### config.mk
export PLATFORM = sky130hd
export DESIGN_NAME = mem_port_arbiter_flat
export DESIGN_NICKNAME = d
export VERILOG_FILES = /design/src/rtl/mem_port_arbiter_pkg.sv /design/src/rtl/mem_port_arbiter_if.sv /design/src/rtl/rr_arb2.sv /design/src/rtl/mem_port_arbiter.sv /design/src/flat_wrapper.sv
export SDC_FILE = /design/constraint.sdc
export NUM_CORES = 1
export LEC_CHECK = 0
export ABC_CLOCK_PERIOD_IN_PS = 1900
export CORE_ASPECT_RATIO = 0.7
export CORE_MARGIN = 2
export CORE_UTILIZATION = 35
export CTS_BUF_LIST = sky130_fd_sc_hd__clkbuf_8
export CTS_CLUSTER_SIZE = 40
export DETAILED_ROUTE_END_ITERATION = 8
export PLACE_DENSITY = 0.7
export RECOVER_POWER = 25
export SLEW_MARGIN = 15
export SYNTH_ARGS = -nofsm -noshare
export SYNTH_HDL_FRONTEND = slang
export SYNTH_HIERARCHICAL = 1
export SYNTH_SLANG_ARGS = --single-unit
### constraint.sdc
create_clock -name clk -period 1.9 [get_ports clk]
set_clock_uncertainty 0.2 [all_clocks]
set_input_delay 0.285 -clock clk [delete_from_list [all_inputs] [get_ports clk]]
set_output_delay 0.285 -clock clk [all_outputs]
set_load 0.01 [all_outputs]
### src/rtl/mem_port_arbiter_pkg.sv
// Shared types for the fetch/load-store memory port arbiter.
package mem_port_arbiter_pkg;

    typedef enum logic [1:0] {
        ARB_IDLE = 2'd0,
        ARB_BUSY = 2'd1,
        ARB_RESP = 2'd2
    } arb_state_t;

    typedef enum logic {
        GNT_I = 1'b0,
        GNT_D = 1'b1
    } arb_gnt_t;

    // Two-way round-robin choice: a lone requester always wins, a tie goes
    // to whichever side did not win the previous tie.
    function automatic arb_gnt_t rr_pick(input logic i_req, input logic d_req,
                                         input arb_gnt_t last);
        if (i_req && d_req) begin
            return (last == GNT_I) ? GNT_D : GNT_I;
        end else if (d_req) begin
            return GNT_D;
        end
        return GNT_I;
    endfunction

endpackage

### src/rtl/mem_port_arbiter_if.sv
// Core-side (fetch + load/store) and memory-side signal bundle of the arbiter.
interface mem_port_arbiter_if #(
    parameter int unsigned XLEN = 32
);
    localparam int unsigned BW = XLEN / 8;

    logic            i_req;
    logic [XLEN-1:0] i_addr;
    logic [XLEN-1:0] i_rdata;
    logic            i_ack;
    logic            i_err;

    logic            d_req;
    logic            d_we;
    logic [XLEN-1:0] d_addr;
    logic [XLEN-1:0] d_wdata;
    logic [BW-1:0]   d_be;
    logic [XLEN-1:0] d_rdata;
    logic            d_ack;
    logic            d_err;

    logic            m_req;
    logic            m_we;
    logic [XLEN-1:0] m_addr;
    logic [XLEN-1:0] m_wdata;
    logic [BW-1:0]   m_be;
    logic [XLEN-1:0] m_rdata;
    logic            m_ack;

    // Arbiter view: serves the core ports, drives the memory command.
    modport slave (
        input  i_req, i_addr,
        output i_rdata, i_ack, i_err,
        input  d_req, d_we, d_addr, d_wdata, d_be,
        output d_rdata, d_ack, d_err,
        output m_req, m_we, m_addr, m_wdata, m_be,
        input  m_rdata, m_ack
    );

    // Environment view: core requesters plus the memory responder.
    modport master (
        output i_req, i_addr,
        input  i_rdata, i_ack, i_err,
        output d_req, d_we, d_addr, d_wdata, d_be,
        input  d_rdata, d_ack, d_err,
        input  m_req, m_we, m_addr, m_wdata, m_be,
        output m_rdata, m_ack
    );

endinterface

### src/rtl/rr_arb2.sv
// Two-way round-robin picker; owns the record of which side won the last tie.
module rr_arb2
    import mem_port_arbiter_pkg::*;
(
    input  logic     clk,
    input  logic     reset,
    input  logic [1:0] req,   // [0] = fetch, [1] = load/store
    input  logic     en,      // a grant is being taken this cycle
    output arb_gnt_t gnt
);

    arb_gnt_t last_gnt_q;
    arb_gnt_t last_gnt_d;

    // Winner for the current request pattern.
    always_comb begin
        gnt = rr_pick(req[0], req[1], last_gnt_q);
    end

    // Only a contested grant moves the round-robin pointer.
    always_comb begin
        last_gnt_d = last_gnt_q;
        if (en && req[0] && req[1]) begin
            last_gnt_d = gnt;
        end
    end

    // Pointer register; reset favours fetch on the first tie.
    always_ff @(posedge clk) begin
        if (!reset) begin
            last_gnt_q <= GNT_D;
        end else begin
            last_gnt_q <= last_gnt_d;
        end
    end

endmodule

### src/rtl/mem_port_arbiter.sv
// Shares one single-port memory between the fetch and load/store ports,
// one outstanding transaction, registered command/response, ack watchdog.
module mem_port_arbiter
    import mem_port_arbiter_pkg::*;
#(
    parameter int unsigned XLEN    = 32,
    parameter int unsigned TIMEOUT = 64
) (
    input logic               clk,
    input logic               reset,
    mem_port_arbiter_if.slave bus
);

    localparam int unsigned BW = XLEN / 8;
    localparam int unsigned CW = (TIMEOUT > 1) ? $clog2(TIMEOUT) : 1;

    arb_state_t      state_q, state_d;
    arb_gnt_t        owner_q, owner_d;
    arb_gnt_t        gnt;
    logic [CW-1:0]   cnt_q, cnt_d;

    logic            m_req_q, m_req_d;
    logic            m_we_q, m_we_d;
    logic [XLEN-1:0] m_addr_q, m_addr_d;
    logic [XLEN-1:0] m_wdata_q, m_wdata_d;
    logic [BW-1:0]   m_be_q, m_be_d;

    logic [XLEN-1:0] i_rdata_q, i_rdata_d;
    logic            i_err_q, i_err_d;
    logic            i_ack_q, i_ack_d;
    logic [XLEN-1:0] d_rdata_q, d_rdata_d;
    logic            d_err_q, d_err_d;
    logic            d_ack_q, d_ack_d;

    logic            rsp_fire;
    logic [XLEN-1:0] rsp_data;
    logic            rsp_err;

    rr_arb2 u_rr_arb2 (
        .clk   (clk),
        .reset (reset),
        .req   ({bus.d_req, bus.i_req}),
        .en    (state_q == ARB_IDLE),
        .gnt   (gnt)
    );

    // Next-state, command capture, watchdog and response steering.
    always_comb begin
        state_d   = state_q;
        owner_d   = owner_q;
        cnt_d     = cnt_q;
        m_req_d   = m_req_q;
        m_we_d    = m_we_q;
        m_addr_d  = m_addr_q;
        m_wdata_d = m_wdata_q;
        m_be_d    = m_be_q;
        i_rdata_d = i_rdata_q;
        i_err_d   = i_err_q;
        i_ack_d   = 1'b0;
        d_rdata_d = d_rdata_q;
        d_err_d   = d_err_q;
        d_ack_d   = 1'b0;
        rsp_fire  = 1'b0;
        rsp_data  = '0;
        rsp_err   = 1'b0;

        case (state_q)
            ARB_IDLE: begin
                cnt_d = '0;
                if (bus.i_req || bus.d_req) begin
                    owner_d = gnt;
                    m_req_d = 1'b1;
                    state_d = ARB_BUSY;
                    if (gnt == GNT_I) begin
                        m_we_d    = 1'b0;
                        m_addr_d  = bus.i_addr;
                        m_wdata_d = '0;
                        m_be_d    = '0;
                    end else begin
                        m_we_d    = bus.d_we;
                        m_addr_d  = bus.d_addr;
                        m_wdata_d = bus.d_wdata;
                        m_be_d    = bus.d_be;
                    end
                end
            end
            ARB_BUSY: begin
                cnt_d = cnt_q + 1'b1;
                if (bus.m_ack) begin
                    m_req_d  = 1'b0;
                    state_d  = ARB_RESP;
                    rsp_fire = 1'b1;
                    rsp_data = m_we_q ? '0 : bus.m_rdata;
                end else if ((TIMEOUT != 0) && (cnt_q == CW'(TIMEOUT - 1))) begin
                    m_req_d  = 1'b0;
                    state_d  = ARB_RESP;
                    rsp_fire = 1'b1;
                    rsp_err  = 1'b1;
                end
            end
            ARB_RESP: begin
                state_d = ARB_IDLE;
                cnt_d   = '0;
            end
            default: begin
                state_d = ARB_IDLE;
            end
        endcase

        // Response registers are loaded on the BUSY->RESP edge, so the ack
        // pulse coincides with the single RESP cycle.
        if (rsp_fire) begin
            if (owner_q == GNT_I) begin
                i_rdata_d = rsp_data;
                i_err_d   = rsp_err;
                i_ack_d   = 1'b1;
            end else begin
                d_rdata_d = rsp_data;
                d_err_d   = rsp_err;
                d_ack_d   = 1'b1;
            end
        end
    end

    // State, command and response registers; reset abandons any transaction.
    always_ff @(posedge clk) begin
        if (!reset) begin
            state_q   <= ARB_IDLE;
            owner_q   <= GNT_I;
            cnt_q     <= '0;
            m_req_q   <= 1'b0;
            m_we_q    <= 1'b0;
            m_addr_q  <= '0;
            m_wdata_q <= '0;
            m_be_q    <= '0;
            i_rdata_q <= '0;
            i_err_q   <= 1'b0;
            i_ack_q   <= 1'b0;
            d_rdata_q <= '0;
            d_err_q   <= 1'b0;
            d_ack_q   <= 1'b0;
        end else begin
            state_q   <= state_d;
            owner_q   <= owner_d;
            cnt_q     <= cnt_d;
            m_req_q   <= m_req_d;
            m_we_q    <= m_we_d;
            m_addr_q  <= m_addr_d;
            m_wdata_q <= m_wdata_d;
            m_be_q    <= m_be_d;
            i_rdata_q <= i_rdata_d;
            i_err_q   <= i_err_d;
            i_ack_q   <= i_ack_d;
            d_rdata_q <= d_rdata_d;
            d_err_q   <= d_err_d;
            d_ack_q   <= d_ack_d;
        end
    end

    assign bus.m_req   = m_req_q;
    assign bus.m_we    = m_we_q;
    assign bus.m_addr  = m_addr_q;
    assign bus.m_wdata = m_wdata_q;
    assign bus.m_be    = m_be_q;
    assign bus.i_rdata = i_rdata_q;
    assign bus.i_err   = i_err_q;
    assign bus.i_ack   = i_ack_q;
    assign bus.d_rdata = d_rdata_q;
    assign bus.d_err   = d_err_q;
    assign bus.d_ack   = d_ack_q;

endmodule

### src/flat_wrapper.sv
// flat-port wrapper written by rule: the top's interface ports become plain ports
module mem_port_arbiter_flat import mem_port_arbiter_pkg::*;
#(
    parameter int unsigned XLEN    = 32,
    parameter int unsigned TIMEOUT = 64
)
  (clk, reset, bus_i_req, bus_i_addr, bus_i_rdata, bus_i_ack, bus_i_err, bus_d_req, bus_d_we, bus_d_addr, bus_d_wdata, bus_d_be, bus_d_rdata, bus_d_ack, bus_d_err, bus_m_req, bus_m_we, bus_m_addr, bus_m_wdata, bus_m_be, bus_m_rdata, bus_m_ack);
  mem_port_arbiter_if #(.XLEN(XLEN)) bus_i ();
  input logic clk;
  input logic reset;
  input wire logic [$bits(bus_i.i_req)-1:0] bus_i_req;
  input wire logic [$bits(bus_i.i_addr)-1:0] bus_i_addr;
  output wire logic [$bits(bus_i.i_rdata)-1:0] bus_i_rdata;
  output wire logic [$bits(bus_i.i_ack)-1:0] bus_i_ack;
  output wire logic [$bits(bus_i.i_err)-1:0] bus_i_err;
  input wire logic [$bits(bus_i.d_req)-1:0] bus_d_req;
  input wire logic [$bits(bus_i.d_we)-1:0] bus_d_we;
  input wire logic [$bits(bus_i.d_addr)-1:0] bus_d_addr;
  input wire logic [$bits(bus_i.d_wdata)-1:0] bus_d_wdata;
  input wire logic [$bits(bus_i.d_be)-1:0] bus_d_be;
  output wire logic [$bits(bus_i.d_rdata)-1:0] bus_d_rdata;
  output wire logic [$bits(bus_i.d_ack)-1:0] bus_d_ack;
  output wire logic [$bits(bus_i.d_err)-1:0] bus_d_err;
  output wire logic [$bits(bus_i.m_req)-1:0] bus_m_req;
  output wire logic [$bits(bus_i.m_we)-1:0] bus_m_we;
  output wire logic [$bits(bus_i.m_addr)-1:0] bus_m_addr;
  output wire logic [$bits(bus_i.m_wdata)-1:0] bus_m_wdata;
  output wire logic [$bits(bus_i.m_be)-1:0] bus_m_be;
  input wire logic [$bits(bus_i.m_rdata)-1:0] bus_m_rdata;
  input wire logic [$bits(bus_i.m_ack)-1:0] bus_m_ack;
  assign bus_i.i_req = bus_i_req;
  assign bus_i.i_addr = bus_i_addr;
  assign bus_i_rdata = bus_i.i_rdata;
  assign bus_i_ack = bus_i.i_ack;
  assign bus_i_err = bus_i.i_err;
  assign bus_i.d_req = bus_d_req;
  assign bus_i.d_we = bus_d_we;
  assign bus_i.d_addr = bus_d_addr;
  assign bus_i.d_wdata = bus_d_wdata;
  assign bus_i.d_be = bus_d_be;
  assign bus_d_rdata = bus_i.d_rdata;
  assign bus_d_ack = bus_i.d_ack;
  assign bus_d_err = bus_i.d_err;
  assign bus_m_req = bus_i.m_req;
  assign bus_m_we = bus_i.m_we;
  assign bus_m_addr = bus_i.m_addr;
  assign bus_m_wdata = bus_i.m_wdata;
  assign bus_m_be = bus_i.m_be;
  assign bus_i.m_rdata = bus_m_rdata;
  assign bus_i.m_ack = bus_m_ack;
  mem_port_arbiter #(.XLEN(XLEN), .TIMEOUT(TIMEOUT)) u_core (.clk(clk), .reset(reset), .bus(bus_i));
endmodule
==> results.ini, run 1 <==
[status]
outcome=finished clean

[cts]
htreeDepth=4
cts_max_path_buffers=2
cts.reportedPaths.clkPinSlew_ns=0.09
cts_tree=built
cts.sinks=148
cts_buffers=17
clock_insertion_delay_worst_skew_ns=0.44
clock_tree.root_cell=sky130_fd_sc_hd__clkbuf_8

[drt]
drt_pre_antenna_iters=5
avgViaCountPerCell=5.071
detail_route.iter0.violations=397
route.vias.total=6557
drt_wl_total_um=21530
remaining_drc_errors=0
drt.antenna.violating_nets=0
routedWlPerCell_um=16.65

[floorplan]
die_area_um2=21860
die_width_um=175.9
core_area_um2=20010
starting_density_of_the_core=0.3615
boundaryPins=276
core.rowCount=43
die-height_um=124.3

[pwr]
power-per-cell-area_nw_per_um2=743.1
irDropWorstVdd_v=0.0003044
p_leak_nw=3.972
totalPowerFinal_mw=7.736

[place]
gp_congestion=0.7652
place.port_buffers=275
hpwl_um=14390

[sta]
final-hold-violation-count=0
timing_worst_slew_pin_value_ns=0.7028
totalNegativeSetupSlack_ns=0
rsz_0062_raised_after_global_routing=false
max_freq_mhz=543.4
max-slew-margin-rel=0.5315
fin_worst_hold_slack_ns=0.2154
layout_min_cycle_time_ns=1.840
finalCritPeriodShare=0.9685
slew_viol_final=0
finalSetupViolations=0

[worst_setup_path]
rrSetupSlack_ns=0.15
critical_path_origin=u_core/bus.i_err$_SDFFE_PN0P_
start_kind=register
crit_fanout=2
crit_buf_inv=1
timing.critical_path.to_type=output port
critical_path_arrival_ns=1.36
cpLargestDelayFamily=buffers and inverters
r2r_end=u_core/bus.m_addr[2]$_SDFFE_PN0P_
path_class=register to output port
required_ns=1.41
crit_end=bus_i_err
timing.rr.start=u_core/state_q[0]$_SDFFE_PN0P_
worstPathCellList=clkdlybuf4s50_1
cell_with_the_largest_stage_delay_on_the_worst_path=sky130_fd_sc_hd__clkdlybuf4s50_1
number_of_cells_traversed_by_the_worst_register_to_register_path=3
critical_path_cell_count=1
slowest_delay_ns=0.57

[grt]
antenna_found_initial=0
globalRoute.totalOverflow=0
grt_busiest_layer=met2
grt_first_pass_wirelength_um=34310
grt_max_degree=75
gr-usage-met2=0.2807
grt_usage=0.1946
grt_pass1_vias=6232
grt_use_met3=0.06685
grt.met1_usage=0.2708

[final_layout]
final_util=0.5202
filler_cell_count=1895
fraction_of_layout_instances_using_a_drive_strength_above_1=0.08993
number_of_antenna_repair_diodes=0
nets=1151
area_growth_pct=43.89

[yosys]
netlist-cell-type-count=42
synth_warnings=6
synth_edf_count=0
netlist_top_cells_area=sky130_fd_sc_hd__dfxtp_1 (41%), sky130_fd_sc_hd__mux2i_1 (13%), sky130_fd_sc_hd__o21ai_0 (7.2%), sky130_fd_sc_hd__and2_1 (5.5%), sky130_fd_sc_hd__a211oi_2 (5.2%)
share_of_the_yosys_chip_area_belonging_to_registers=0.4095
postSynthNetCount=915
ys_dominant_reg_cell=sky130_fd_sc_hd__dfxtp_1
cell_area_after_technology_mapping_um2=7236
avgSynthCellArea_um2=9.324
post_synth_most_frequent_cells=sky130_fd_sc_hd__dfxtp_1 (148), sky130_fd_sc_hd__o21ai_0 (104), sky130_fd_sc_hd__mux2i_1 (97), sky130_fd_sc_hd__a21oi_1 (74), sky130_fd_sc_hd__nand2_1 (68)
ys_ff_latch=148
synth_largest_type_area_fraction=0.4095
synth.most_common_cell=sky130_fd_sc_hd__dfxtp_1
synthArstFlopShare=0
cells_after_synth=776
synth_top_area_cell=sky130_fd_sc_hd__dfxtp_1

[run]
drv_cap=0

[worst_hold_path]
hold_class=input pin to register

[cells by family (layout without fill, tap and decap cells)]
kind of cell    Yosys count  in the layout  share of synthesized area
simple gates            224            224                     0.1890
compound gates          218            218                     0.1864
flops                   148            148                     0.4095
mux                      97             97                     0.1342
buf+inv                  85            332                    0.07557
xor+xnor                  3              3                   0.003632
fa+ha+maj                 1              1                   0.001729
[worst min-delay path, stage by stage]
cell and delay, ns:
sky130_fd_sc_hd__clkdlybuf4s50_1 0.39, sky130_fd_sc_hd__nand4_1 0.08, sky130_fd_sc_hd__a21oi_1 0.06
[layer usage]
metal  part of all wire  vias up
li1                   -     3261
met1               0.47     3051
met2               0.43      220
met3              0.085       25
met4              0.017        0
met5                  0        -
[area by class of cell]
| class | instances | area [um2] | share of cell area |
|---|---|---|---|
| clock buffer | 18 | 247.7 | 0.02380 |
| inverter | 4 | 41.29 | 0.003966 |
| timing repair buffer | 298 | 2893 | 0.2779 |
| tap | 270 | 337.8 | 0.03245 |
| sequential | 148 | 2963 | 0.2846 |
| clock inverter | 12 | 178.9 | 0.01719 |
| multi-input combinational | 543 | 3750 | 0.3602 |
[flip-flops by register name (all words and copies together) (netlist names), 2 cells and up]
| register | count |
|---|---|
| u_core/bus.m_addr | 32 |
| u_core/bus.i_rdata | 32 |
| u_core/bus.m_wdata | 32 |
| u_core/cnt_q | 6 |
| u_core/state_q | 2 |
| u_core/bus.m_be | 4 |
| u_core/bus.d_rdata | 32 |
[per-stage QoR]
step                      instances  area [um2]  worst slack [ns]
final                          1293       10410           0.05988
after global routing           1293       10410         0.0002307
after CTS                      1293       10560         0.0009881
after detailed placement       1262       10140           -0.1684
after global placement         1262       10140           -0.1717
after floorplan                 776        7236            0.3372
[how the worst min path moves through the flow]
| stage | from | to | slack [ns] | depth (start not counted) |
|---|---|---|---|---|
| CTS | bus_d_wdata[20] | u_core/bus.m_wdata[20]$_SDFFE_PN0P_ | 0.18 | 3 |
| global route | bus_d_wdata[20] | u_core/bus.m_wdata[20]$_SDFFE_PN0P_ | 0.18 | 3 |
| finish | bus_d_wdata[18] | u_core/bus.m_wdata[18]$_SDFFE_PN0P_ | 0.22 | 3 |
| detailed placement | u_core/bus.i_rdata[29]$_SDFFE_PN0P_ | u_core/bus.i_rdata[29]$_SDFFE_PN0P_ | 0.26 | 2 |
| floorplan | reset | u_core/u_rr_arb2/last_gnt_q$_SDFFE_PN1P_ | 0.14 | 1 |
| global placement | u_core/bus.d_rdata[0]$_SDFFE_PN0P_ | u_core/bus.d_rdata[0]$_SDFFE_PN0P_ | 0.25 | 2 |
[layout by cell type, fill, tap and decap left out, types with 2 or more instances in the layout]
cell type	netlist	final
sky130_fd_sc_hd__clkbuf_1	36	22
sky130_fd_sc_hd__inv_6	0	3
sky130_fd_sc_hd__buf_12	4	10
sky130_fd_sc_hd__o21ai_0	104	104
sky130_fd_sc_hd__mux2i_1	97	97
sky130_fd_sc_hd__a211oi_1	3	3
sky130_fd_sc_hd__and2_1	64	64
sky130_fd_sc_hd__dlygate4sd2_1	0	14
sky130_fd_sc_hd__xor2_1	3	3
sky130_fd_sc_hd__a21oi_1	74	74
sky130_fd_sc_hd__or3_1	2	2
sky130_fd_sc_hd__clkdlybuf4s50_1	0	209
sky130_fd_sc_hd__nor2_1	4	4
sky130_fd_sc_hd__and3_1	2	2
sky130_fd_sc_hd__inv_1	2	4
sky130_fd_sc_hd__dfxtp_1	148	148
sky130_fd_sc_hd__a211oi_2	30	30
sky130_fd_sc_hd__nand2_1	68	68
sky130_fd_sc_hd__clkinvlp_4	0	2
sky130_fd_sc_hd__clkdlybuf4s25_1	0	28
sky130_fd_sc_hd__nand4_1	38	38
sky130_fd_sc_hd__clkbuf_8	0	18
sky130_fd_sc_hd__and4b_1	32	32
sky130_fd_sc_hd__nor3b_1	3	2
sky130_fd_sc_hd__nand4b_1	2	2
sky130_fd_sc_hd__bufinv_16	0	4
sky130_fd_sc_hd__buf_4	8	12
[where the power goes]
group          switching (mW)  internal (mW)  leakage [nW]
clock                    1.26           1.46         0.213
sequential              0.112           3.29          1.21
combinational           0.783          0.831          2.55
[timing repair]
item,in CTS,in global routing
endpoints found under the hold margin,1,0
setup buffers,0,0
gates resized for setup,14,51
hold buffers,1,0
setup endpoints to repair,14,51
cloned,0,0
Note: power is estimated with default switching activity, not from simulation.
==> run 2: changes to the inputs <==
==> constraint.sdc (replaced) <==
create_clock -name clk -period 1.9 [get_ports clk]
set_clock_uncertainty 0.2 [all_clocks]
set_input_delay 0.38 -clock clk [delete_from_list [all_inputs] [get_ports clk]]
set_output_delay 0.38 -clock clk [all_outputs]
set_load 0.01 [all_outputs]
==> run 2 against run 1 <==
First-iteration DRC count increased by 5.5%; fmax increased by 5.0%; non-clock buffer count increased by 8; global-route usage increased by 0.14 points; via count increased by 0.56%; combinational power decreased by 2%; count of clock-buffer cells in the layout decreased by 1.
==> results.ini, run 2 (synthesis gave the netlist of run 1 again) <==
[status]
outcome=finished clean

[run]
drv_cap=0  ; unchanged

[final_layout]
multi_input_comb_area_um2=3750  ; unchanged
nets=1159  ; +0.70%
final_util=0.5222  ; +0.002000
final_std_cells_w_o_fill=1302  ; +0.70%
layout_common_cells=sky130_fd_sc_hd__dfxtp_1 (148), sky130_fd_sc_hd__dlygate4sd2_1 (137), sky130_fd_sc_hd__clkdlybuf4s50_1 (136), sky130_fd_sc_hd__o21ai_0 (104), sky130_fd_sc_hd__mux2i_1 (97)
number_of_antenna_repair_diodes=0  ; unchanged
mostFrequentLayoutCell=sky130_fd_sc_hd__dfxtp_1
fraction_of_layout_instances_using_a_drive_strength_above_1=0.09787  ; +0.007937
register_area_um2=2963  ; unchanged
filler_cell_count=1944  ; +2.6%
area_growth_pct=44.44

[pwr]
p_leak_nw=4.586  ; +15%
p_sw_mw=2.158  ; +0.18%
irDropWorstVdd_v=0.0003432  ; +13%
power_switching_share=0.2873  ; +0.008857
power.share.sequential=0.452  ; +0.012
power.clock.fraction=0.339  ; -0.012
combinationalPowerShare=0.209  ; about the same
internal_power_mw=5.354  ; -4.1%
power-per-cell-area_nw_per_um2=718.7  ; -3.3%

[cts]
htreeDepth=4  ; unchanged
cts-resized-gates=137  ; +123
clock_insertion_delay_worst_skew_ns=0.44  ; about the same
cts_setup_buffers=0  ; unchanged
cts_buffers=17  ; unchanged
postCtsHoldBufs=0  ; -1
clock_tree.root_cell=sky130_fd_sc_hd__clkbuf_8
cts.reportedPaths.clkPinSlew_ns=0.09  ; about the same
cts.sinks=148  ; unchanged
cts_max_path_buffers=2  ; unchanged
cts_tree=built

[grt]
globalRoute.totalOverflow=0  ; unchanged
grt_pass1_vias=6300  ; +1.1%
grt_usage=0.1960  ; +0.001405
grt_first_pass_wirelength_um=34580  ; +0.78%
antenna_found_initial=0  ; unchanged
grt_max_degree=75  ; unchanged

[worst_setup_path]
crit_fanout=36  ; +34
timing.critical_path.to_type=register
timing.rr.start=u_core/state_q[0]$_SDFFE_PN0P_
path_class=input pin to register
rrSetupSlack_ns=0.15  ; about the same
r2r_end=u_core/bus.m_addr[2]$_SDFFE_PN0P_
critical_path_arrival_ns=1.92  ; +0.56 ns
start_kind=input pin
number_of_cells_traversed_by_the_worst_register_to_register_path=3  ; unchanged
required_ns=2.07  ; +0.66 ns

[worst_hold_path]
hold_class=input pin to register
min-delay-start=reset
worst_hold_path.endpoint=u_core/bus.i_rdata[7]$_SDFFE_PN0P_
hold_path_depth=3  ; unchanged

[sta]
rsz_0062_raised_after_global_routing=false
timing_worst_slew_pin_value_ns=0.6593  ; -0.04342 ns
slew_viol_final=0  ; unchanged
max-slew-margin-rel=0.5604  ; +0.02895
final-hold-violation-count=0  ; unchanged
max_freq_mhz=570.4  ; +5.0%
layout_min_cycle_time_ns=1.753  ; -0.08698 ns
finalSetupViolations=0  ; unchanged
finalCritPeriodShare=0.9227  ; -0.04578
totalNegativeSetupSlack_ns=0  ; unchanged

[place]
gp_congestion=0.7826  ; +2.3%
hpwl_um=14650  ; +1.8%
instance_count_after_placement_with_tap_cells_included=1271  ; +0.71%
place.port_buffers=275  ; unchanged

[floorplan]
boundaryPins=276  ; unchanged
die-height_um=124.3  ; unchanged
starting_density_of_the_core=0.3615  ; unchanged
core.rowCount=43  ; unchanged
core_area_um2=20010  ; unchanged
die_area_um2=21860  ; unchanged
die_width_um=175.9  ; unchanged

[drt]
routedWlPerCell_um=16.80  ; +0.92%
detail_route.iter0.violations=419  ; +5.5%
drt_wl_total_um=21880  ; +1.6%
drt_pre_antenna_iters=4  ; -1
drt.antenna.violating_nets=0  ; unchanged
remaining_drc_errors=0  ; unchanged
avgViaCountPerCell=5.065  ; -0.13%
route.vias.total=6594  ; +0.56%

-- run 2: through the flow --
| step | cell area, um2 | hold slack, ns | setup WS, ns | total power, mW |
|---|---|---|---|---|
| after floorplan | 7236 | 0.2392 | 0.2776 | 4.363 |
| after global placement | 10240 | 0.2548 | -0.2612 | 5.161 |
| after detailed placement | 10240 | 0.2616 | -0.2708 | 5.175 |
| after CTS | 10460 | 0.1316 | 0.007804 | 7.630 |
| after global routing | 10450 | 0.1589 | 0.04677 | 7.904 |
| final | 10450 | 0.1620 | 0.1469 | 7.511 |
-- run 2: power by group through the flow --
stage / sequential, mW / clock, mW / combinational [mW]
finish: 3.40 / 2.55 / 1.57
global placement: 3.47 / 0 / 1.69
detailed placement: 3.47 / 0 / 1.70
floorplan: 3.55 / 0 / 0.816
CTS: 3.40 / 2.65 / 1.58
global route: 3.43 / 2.78 / 1.70
-- run 2: area by class of cell --
cell class	instances	share of cell area
Clock inverter	14	0.01568
Multi-Input combinational cell	543	0.3588
Inverter	4	0.003951
Sequential cell	148	0.2835
Timing Repair Buffer	306	0.2834
Tap cell	270	0.03232
Clock buffer	17	0.02239
-- run 2: how the worst max path moves through the flow --
stage | startpoint | to | slack (ns) | depth (start not counted)
after detailed placement | bus_i_req | u_core/bus.m_addr[2]$_SDFFE_PN0P_ | -0.27 | 5
after CTS | u_core/bus.i_ack$_SDFF_PN0_ | bus_i_ack | 0.008 | 1
after global routing | u_core/state_q[0]$_SDFFE_PN0P_ | u_core/bus.m_addr[2]$_SDFFE_PN0P_ | 0.05 | 3
after global placement | bus_i_req | u_core/bus.m_addr[2]$_SDFFE_PN0P_ | -0.26 | 5
final | bus_i_req | u_core/bus.m_wdata[29]$_SDFFE_PN0P_ | 0.15 | 5
after floorplan | bus_d_req | u_core/bus.m_addr[11]$_SDFFE_PN0P_ | 0.28 | 5
-- run 2: routing by layer --
layer / vias up / share of wire / track usage
li1: 3269 / - / -
met1: 3120 / 0.47 / 0.2626
met2: 190 / 0.43 / 0.2916
met3: 15 / 0.088 / 0.07937
met4: 0 / 0.012 / 0.05153
met5: - / 0 / 0
-- run 2: worst max-delay path: stages --
cell,delay (ns)
sky130_fd_sc_hd__clkdlybuf4s50_1,0.59
sky130_fd_sc_hd__or2_2,0.19
sky130_fd_sc_hd__clkbuf_4,0.41
sky130_fd_sc_hd__nand4_1,0.16
sky130_fd_sc_hd__a21oi_1,0.17
